<file path="src/rtl/spi_slave_burst_if.sv">
// rtl/spi_slave_burst_if.sv - SPI pins and register-file bus of spi_slave_burst
interface spi_slave_burst_if #(
    parameter int ASZ = 7,
    parameter int DSZ = 32
);
    logic           spi_sck;
    logic           spi_mosi;
    logic           spi_ncs;
    logic           spi_miso;
    logic           spi_miso_oe;
    logic [ASZ-1:0] addr;
    logic [DSZ-1:0] data_out;
    logic [DSZ-1:0] data_in;
    logic           wr_en;
    logic           rd_en;
    logic           busy;
    logic           abort;

    modport slave (
        input  spi_sck, spi_mosi, spi_ncs, data_in,
        output spi_miso, spi_miso_oe, addr, data_out, wr_en, rd_en, busy, abort
    );

    modport master (
        output spi_sck, spi_mosi, spi_ncs, data_in,
        input  spi_miso, spi_miso_oe, addr, data_out, wr_en, rd_en, busy, abort
    );
endinterface

</file>
<file path="src/rtl/spi_slave_burst.sv">
// rtl/spi_slave_burst.sv - oversampled SPI register-interface slave with bursts and auto-increment
module spi_slave_burst #(
    parameter int ASZ  = 7,
    parameter int DSZ  = 32,
    parameter bit CPOL = 1'b0,
    parameter bit CPHA = 1'b0,
    parameter bit AINC = 1'b1
) (
    input  logic             clk,
    input  logic             rst,
    spi_slave_burst_if.slave spi_bus
);
    localparam int CMAX = (ASZ > DSZ) ? ASZ : DSZ;
    localparam int CW   = (CMAX > 1) ? $clog2(CMAX) : 1;

    typedef enum logic [1:0] {IDLE, CMD, ADDR, DATA} state_t;

    logic [1:0]     sck_sync_q, mosi_sync_q, ncs_sync_q;
    logic           sck_dly_q, ncs_dly_q;

    state_t         state_q, state_d;
    logic [CW-1:0]  cnt_q, cnt_d;
    logic           rnw_q, rnw_d;
    logic [ASZ-1:0] addr_sh_q, addr_sh_d;
    logic [DSZ-1:0] rx_sr_q, rx_sr_d;
    logic [DSZ-1:0] tx_sr_q, tx_sr_d;
    logic [ASZ-1:0] addr_q, addr_d;
    logic [DSZ-1:0] data_out_q, data_out_d;
    logic           wr_pend_q, wr_pend_d;
    logic           wr_en_q, wr_en_d;
    logic           rd_en_q, rd_en_d;
    logic           rd_cap_q, rd_cap_d;
    logic           busy_q, busy_d;
    logic           abort_q, abort_d;
    logic           miso_q, miso_d;
    logic           miso_oe_q, miso_oe_d;

    logic           sck_s, mosi_s, ncs_s;
    logic           phase_now, phase_prev;
    logic           sample_edge, shift_edge;
    logic           ncs_fall, ncs_rise;
    logic [ASZ:0]   addr_shift;
    logic [DSZ:0]   rx_shift;

    assign sck_s  = sck_sync_q[1];
    assign mosi_s = mosi_sync_q[1];
    assign ncs_s  = ncs_sync_q[1];

    // Folding CPOL in makes "leading edge" always a rising phase edge.
    assign phase_now   = sck_s ^ CPOL;
    assign phase_prev  = sck_dly_q ^ CPOL;
    assign sample_edge = CPHA ? (~phase_now & phase_prev) : (phase_now & ~phase_prev);
    assign shift_edge  = CPHA ? (phase_now & ~phase_prev) : (~phase_now & phase_prev);

    assign ncs_fall = ~ncs_s & ncs_dly_q;
    assign ncs_rise = ncs_s & ~ncs_dly_q;

    assign addr_shift = {addr_sh_q, mosi_s};
    assign rx_shift   = {rx_sr_q, mosi_s};

    always_comb begin
        state_d    = state_q;
        cnt_d      = cnt_q;
        rnw_d      = rnw_q;
        addr_sh_d  = addr_sh_q;
        rx_sr_d    = rx_sr_q;
        tx_sr_d    = tx_sr_q;
        addr_d     = addr_q;
        data_out_d = data_out_q;
        miso_d     = miso_q;
        wr_pend_d  = 1'b0;
        wr_en_d    = wr_pend_q;
        rd_en_d    = 1'b0;
        rd_cap_d   = rd_en_q;
        abort_d    = 1'b0;

        if (rd_cap_q) begin
            tx_sr_d = spi_bus.data_in;
        end
        if (wr_en_q && AINC) begin
            addr_d = addr_q + ASZ'(1);
        end

        if (ncs_s) begin
            state_d   = IDLE;
            cnt_d     = '0;
            rnw_d     = 1'b0;
            addr_sh_d = '0;
            rx_sr_d   = '0;
            tx_sr_d   = '0;
            miso_d    = 1'b0;
            if (ncs_rise && (state_q == CMD || state_q == ADDR ||
                             (state_q == DATA && cnt_q != '0))) begin
                abort_d = 1'b1;
            end
        end else begin
            case (state_q)
                IDLE: begin
                    if (ncs_fall) begin
                        state_d = CMD;
                        cnt_d   = '0;
                    end
                end
                CMD: begin
                    if (sample_edge) begin
                        rnw_d   = mosi_s;
                        state_d = ADDR;
                        cnt_d   = '0;
                    end
                end
                ADDR: begin
                    if (sample_edge) begin
                        addr_sh_d = addr_shift[ASZ-1:0];
                        if (cnt_q == CW'(ASZ - 1)) begin
                            addr_d  = addr_shift[ASZ-1:0];
                            state_d = DATA;
                            cnt_d   = '0;
                            rd_en_d = rnw_q;
                        end else begin
                            cnt_d = cnt_q + CW'(1);
                        end
                    end
                end
                DATA: begin
                    if (shift_edge && rnw_q) begin
                        miso_d  = tx_sr_q[DSZ-1];
                        tx_sr_d = {tx_sr_q[DSZ-2:0], 1'b0};
                    end
                    if (sample_edge) begin
                        rx_sr_d = rx_shift[DSZ-1:0];
                        if (cnt_q == CW'(DSZ - 1)) begin
                            cnt_d = '0;
                            // Reads bump the address before the prefetch so rd_en names the next word.
                            if (rnw_q) begin
                                if (AINC) begin
                                    addr_d = addr_q + ASZ'(1);
                                end
                                rd_en_d = 1'b1;
                            end else begin
                                data_out_d = rx_shift[DSZ-1:0];
                                wr_pend_d  = 1'b1;
                            end
                        end else begin
                            cnt_d = cnt_q + CW'(1);
                        end
                    end
                end
                default: state_d = IDLE;
            endcase
        end

        busy_d    = (state_d != IDLE);
        miso_oe_d = busy_d;
    end

    // nCS sync resets low so a frame already running at reset release never shows a falling edge.
    always_ff @(posedge clk or posedge rst) begin
        if (rst) begin
            sck_sync_q  <= {2{CPOL}};
            mosi_sync_q <= 2'b00;
            ncs_sync_q  <= 2'b00;
            sck_dly_q   <= CPOL;
            ncs_dly_q   <= 1'b0;
            state_q     <= IDLE;
            cnt_q       <= '0;
            rnw_q       <= 1'b0;
            addr_sh_q   <= '0;
            rx_sr_q     <= '0;
            tx_sr_q     <= '0;
            addr_q      <= '0;
            data_out_q  <= '0;
            wr_pend_q   <= 1'b0;
            wr_en_q     <= 1'b0;
            rd_en_q     <= 1'b0;
            rd_cap_q    <= 1'b0;
            busy_q      <= 1'b0;
            abort_q     <= 1'b0;
            miso_q      <= 1'b0;
            miso_oe_q   <= 1'b0;
        end else begin
            sck_sync_q  <= {sck_sync_q[0], spi_bus.spi_sck};
            mosi_sync_q <= {mosi_sync_q[0], spi_bus.spi_mosi};
            ncs_sync_q  <= {ncs_sync_q[0], spi_bus.spi_ncs};
            sck_dly_q   <= sck_s;
            ncs_dly_q   <= ncs_s;
            state_q     <= state_d;
            cnt_q       <= cnt_d;
            rnw_q       <= rnw_d;
            addr_sh_q   <= addr_sh_d;
            rx_sr_q     <= rx_sr_d;
            tx_sr_q     <= tx_sr_d;
            addr_q      <= addr_d;
            data_out_q  <= data_out_d;
            wr_pend_q   <= wr_pend_d;
            wr_en_q     <= wr_en_d;
            rd_en_q     <= rd_en_d;
            rd_cap_q    <= rd_cap_d;
            busy_q      <= busy_d;
            abort_q     <= abort_d;
            miso_q      <= miso_d;
            miso_oe_q   <= miso_oe_d;
        end
    end

    assign spi_bus.spi_miso    = miso_q;
    assign spi_bus.spi_miso_oe = miso_oe_q;
    assign spi_bus.addr        = addr_q;
    assign spi_bus.data_out    = data_out_q;
    assign spi_bus.wr_en       = wr_en_q;
    assign spi_bus.rd_en       = rd_en_q;
    assign spi_bus.busy        = busy_q;
    assign spi_bus.abort       = abort_q;
endmodule
</file>
<file path="src/flat_wrapper.sv">
// flat-port wrapper written by rule: the top's interface ports become plain ports
module spi_slave_burst_flat 
#(
    parameter int ASZ  = 7,
    parameter int DSZ  = 32,
    parameter bit CPOL = 1'b0,
    parameter bit CPHA = 1'b0,
    parameter bit AINC = 1'b1
)
  (clk, rst, spi_bus_spi_sck, spi_bus_spi_mosi, spi_bus_spi_ncs, spi_bus_data_in, spi_bus_spi_miso, spi_bus_spi_miso_oe, spi_bus_addr, spi_bus_data_out, spi_bus_wr_en, spi_bus_rd_en, spi_bus_busy, spi_bus_abort);
  spi_slave_burst_if #(.ASZ(ASZ), .DSZ(DSZ)) spi_bus_i ();
  input  logic clk;
  input  logic rst;
  input wire logic [$bits(spi_bus_i.spi_sck)-1:0] spi_bus_spi_sck;
  input wire logic [$bits(spi_bus_i.spi_mosi)-1:0] spi_bus_spi_mosi;
  input wire logic [$bits(spi_bus_i.spi_ncs)-1:0] spi_bus_spi_ncs;
  input wire logic [$bits(spi_bus_i.data_in)-1:0] spi_bus_data_in;
  output wire logic [$bits(spi_bus_i.spi_miso)-1:0] spi_bus_spi_miso;
  output wire logic [$bits(spi_bus_i.spi_miso_oe)-1:0] spi_bus_spi_miso_oe;
  output wire logic [$bits(spi_bus_i.addr)-1:0] spi_bus_addr;
  output wire logic [$bits(spi_bus_i.data_out)-1:0] spi_bus_data_out;
  output wire logic [$bits(spi_bus_i.wr_en)-1:0] spi_bus_wr_en;
  output wire logic [$bits(spi_bus_i.rd_en)-1:0] spi_bus_rd_en;
  output wire logic [$bits(spi_bus_i.busy)-1:0] spi_bus_busy;
  output wire logic [$bits(spi_bus_i.abort)-1:0] spi_bus_abort;
  assign spi_bus_i.spi_sck = spi_bus_spi_sck;
  assign spi_bus_i.spi_mosi = spi_bus_spi_mosi;
  assign spi_bus_i.spi_ncs = spi_bus_spi_ncs;
  assign spi_bus_i.data_in = spi_bus_data_in;
  assign spi_bus_spi_miso = spi_bus_i.spi_miso;
  assign spi_bus_spi_miso_oe = spi_bus_i.spi_miso_oe;
  assign spi_bus_addr = spi_bus_i.addr;
  assign spi_bus_data_out = spi_bus_i.data_out;
  assign spi_bus_wr_en = spi_bus_i.wr_en;
  assign spi_bus_rd_en = spi_bus_i.rd_en;
  assign spi_bus_busy = spi_bus_i.busy;
  assign spi_bus_abort = spi_bus_i.abort;
  spi_slave_burst #(.ASZ(ASZ), .DSZ(DSZ), .CPOL(CPOL), .CPHA(CPHA), .AINC(AINC)) u_core (.clk(clk), .rst(rst), .spi_bus(spi_bus_i));
endmodule
</file>
<file path="config.mk">
export PLATFORM = sky130hd
export DESIGN_NAME = spi_slave_burst_flat
export DESIGN_NICKNAME = d
export VERILOG_FILES = /design/src/rtl/spi_slave_burst_if.sv /design/src/rtl/spi_slave_burst.sv /design/src/flat_wrapper.sv
export SDC_FILE = /design/constraint.sdc
export NUM_CORES = 1
export LEC_CHECK = 0
export BUFFER_PORTS_ARGS = -buffer_cell sky130_fd_sc_hd__buf_4
export CAP_MARGIN = 5
export CORE_UTILIZATION = 54
export CTS_BUF_LIST = sky130_fd_sc_hd__clkbuf_8
export DETAILED_ROUTE_END_ITERATION = 12
export PLACE_DENSITY_LB_ADDON = 0.1
export SLEW_MARGIN = 30
export SYNTH_ARGS = -nofsm -noshare
export SYNTH_HDL_FRONTEND = slang
export SYNTH_SLANG_ARGS = --single-unit
</file>
<file path="constraint.sdc">
create_clock -name clk -period 3.6 [get_ports clk]
set_clock_uncertainty 0.05 [all_clocks]
set_input_delay 0.18 -clock clk [delete_from_list [all_inputs] [get_ports clk]]
set_output_delay 0.18 -clock clk [all_outputs]
set_load 0.005 [all_outputs]
</file>
==> reports/results.ini <==
[setup_path]
worst-r2r-cell-count = 7
worstPathArrival_ps = 2870
regToRegStartpoint = u_core.cnt_q[1]
cp_data_required_time_ps = 3870
regToRegSetupSlack_ps = 1010
setup.worst_path.end_class = flop
setup.worst_path.start_class = flop
cp_max_fanout = 33
worstReg2RegEnd = u_core.spi_bus.data_out[28]
category_of_the_most_critical_setup_path = flop to flop

[pwr]
pwr-share-seq_pct = 50.2
cellLeakagePower_nw = 3.45
internal_power_mw = 2.31
clock_power_share_pct = 44.8
vdd_drop_max_mv = 0.310
p_sw_mw = 0.656
power.share.switching_pct = 22.1
powerDensity_mw_per_mm2 = 409
post-layout-total-power_mw = 2.97
power.share.combinational_pct = 5.0

[clock_network]
clock_tree.root_cell = clkbuf_8
cts_tree = done
ctsResizeCount = 0
htree_num_levels = 4
cts_buffer_depth = 2
cts_num_sinks = 131
path_clk_slew_ps = 70
post_cts_buffers = 0
cts_made_buffers = 17
cts_hold_buffers = 4
worstSkewPairLatency_ps = 440

[layout]
synth_to_layout_area_growth_pct = 20.2
antenna_diodes = 0
final_layout_size_suffix_gt1_share_pct = 25.6
n_fill_cell = 865
layoutNonFillerInstCount = 784
design.final.nets = 678

[global_routing]
gr-usage-met2_pct = 36.8
first_global_vias = 4309
global_route.overflow_total = 0
grt_pass1_wl_mm = 21.5
highest_utilization_routing_layer_at_the_global_route_stage = met2
grt_util_all_layers_pct = 24.3
use_met3_pct = 6.84
antenna_found_initial = 0
gr-usage-met1_pct = 33.2
grt_start_max_net_pins = 65

[yosys]
synth.yosys.seq_area_share_pct = 54.3
synth_commonest_cells = dfrtp_1 (131), nand2_1 (77), a21oi_1 (46), nor2_1 (44), clkbuf_1 (36)
yosys.cell_types.count = 56
synthesis.nets = 604
synth_seq_cells = 131
synthesis.instances = 557
avgSynthCellArea_um2 = 10.8
synth_largest_type_area_fraction_pct = 54.3
synth_warnings = 0
synthDominantAreaCellType = dfrtp_1
synth_flop_type = dfrtp_1
synthMostInstantiatedCell = dfrtp_1
ys_top_cells_by_area = dfrtp_1 (54%), mux2_4 (7.2%), mux2i_1 (5.8%)
number_of_synthesized_flops_with_an_enable_pin = 0
area_of_the_mapped_netlist_mm2 = 0.00604
synth-async-reset-ratio_pct = 100

[timing]
timing.final.crit_share_pct = 72.0
timing.final.hold_violations = 0
timing.setup.tns_ps = 0
timing.max_slew.rel_slack_pct = 53.5
finalCriticalPeriod_ps = 2590
fmax_mhz = 386
worst_pin_slew_ps = 688
hold_ws_ps = 44.8
grt_setup_unrepaired = false
timing.final.setup_violations = 0
slew_viol_final = 0

[run_status]
status = finished clean

[floorplanning]
initial_standard_cell_utilization_of_the_core_pct = 55.5
design.core.area_mm2 = 0.0109
pin_count = 82
dieArea_mm2 = 0.0116
chipHeight_um = 108
number_of_standard_cell_rows_in_the_floorplan = 38
die_w_um = 108

[detailed_routing]
drt_first_pass_iters = 5
average_vias_per_placed_instance = 5.71
routedWlPerCell_um = 16.3
post-route-drc-count = 0
antenna_violating_nets_post_route = 0
drt_iter0_markers = 323
route.vias.total = 4477
wl_mm = 12.8

[min_path]
worstHoldEndpoint = u_core.tx_sr_q[15]
timing.hold.worst.class = input port to flop
holdCritStartpoint = spi_bus_data_in[15]
worst_hold_path.num_cells = 3

[place]
port_buffers = 81
globalplace.congestion = 0.897
place.detailed.instances = 748
dpl.hpwl_mm = 8.30

[flow_run]
cap_violations = 0

[state kept, by name, summed over array words and instances, names as in the netlist, 2 cells and up]
| register | flops |
|---|---|
| u_core.sck_sync_q | 2 |
| u_core.rx_sr_q | 31 |
| u_core.ncs_sync_q | 2 |
| u_core.spi_bus.addr | 7 |
| u_core.spi_bus.data_out | 32 |
| u_core.state_q | 2 |
| u_core.cnt_q | 5 |
| u_core.tx_sr_q | 32 |
| u_core.mosi_sync_q | 2 |
| u_core.addr_sh_q | 6 |
[power by group through the flow]
| stage | clock network [mW] | logic (mW) | registers, mW |
|---|---|---|---|
| floorplan | 0 | 0.0780 | 1.51 |
| global placement | 0 | 0.139 | 1.52 |
| CTS | 1.36 | 0.151 | 1.49 |
| global route | 1.43 | 0.167 | 1.49 |
| finish | 1.33 | 0.149 | 1.49 |
| detailed placement | 0 | 0.147 | 1.52 |
[placed cells by master, fill, tap and decap left out, drive strengths merged, types with 2 or more instances in the layout]
| cell type | instances |
|---|---|
| nor4 | 3 |
| a211oi | 31 |
| ha | 10 |
| nor2 | 44 |
| xnor2 | 3 |
| bufinv | 3 |
| nand3 | 18 |
| nor2b | 3 |
| o31ai | 5 |
| nor3 | 5 |
| and3 | 4 |
| o2bb2ai | 2 |
| clkinv | 3 |
| o211ai | 4 |
| clkbuf | 22 |
| or2 | 2 |
| o22ai | 4 |
| dlygate4sd3 | 4 |
| mux2 | 33 |
| mux2i | 35 |
| clkinvlp | 3 |
| a21oi | 46 |
| buf | 94 |
| nand4 | 9 |
| inv | 13 |
| dfrtp | 131 |
| o21ai | 3 |
| a32oi | 2 |
| a2bb2oi | 2 |
| nand3b | 2 |
| nand2 | 78 |
[worst max path at each step]
stage,start,endpoint
after floorplan,u_core.cnt_q[1],u_core.spi_bus.data_out[0]
after global placement,u_core.cnt_q[1],u_core.spi_bus.data_out[6]
after detailed placement,u_core.cnt_q[1],u_core.spi_bus.data_out[9]
after CTS,u_core.cnt_q[1],u_core.spi_bus.data_out[9]
after global routing,u_core.cnt_q[1],u_core.spi_bus.data_out[9]
final,u_core.cnt_q[1],u_core.spi_bus.data_out[28]
[area by class of cell]
type / instances / area, um2 / area share, %
Timing Repair Buffer: 98 / 791 / 10.9
Inverter: 12 / 48.8 / 0.672
Clock buffer: 22 / 303 / 4.17
Multi-Input combinational cell: 371 / 2540 / 34.9
Tap cell: 140 / 175 / 2.41
Sequential cell: 131 / 3280 / 45.1
Clock inverter: 10 / 131 / 1.81
[critical path, cell delays in order, from the launching register on]
cell and delay (ps):
dfrtp_1 400, ha_1 190, and3_1 160, ha_1 230, inv_1 80, or4_2 640, buf_4 330, mux2_4 370
[cells by family after synthesis]
group	share of synthesized area [%]
fa+ha+maj	2.07
buf+inv	3.87
xor+xnor	0.580
flops	54.3
mux	13.8
compound gates	12.1
simple gates	13.4
[routing by layer]
layer	wire length, um	share of wire, %
met5	0	0
met4	123	0.96
met3	635	5.0
met2	6200	48
met1	5850	46
[metrics by stage]
stage / setup slack, ps / utilization, % / cell area, um2
after floorplan: 1400 / - / 6050
after global placement: 1090 / 61.9 / 6740
after detailed placement: 1020 / 62.4 / 6790
after CTS: 997 / 66.7 / 7260
after global routing: 879 / 66.7 / 7260
final: 1010 / 66.7 / 7260
Power figures use the tool's default switching activity.
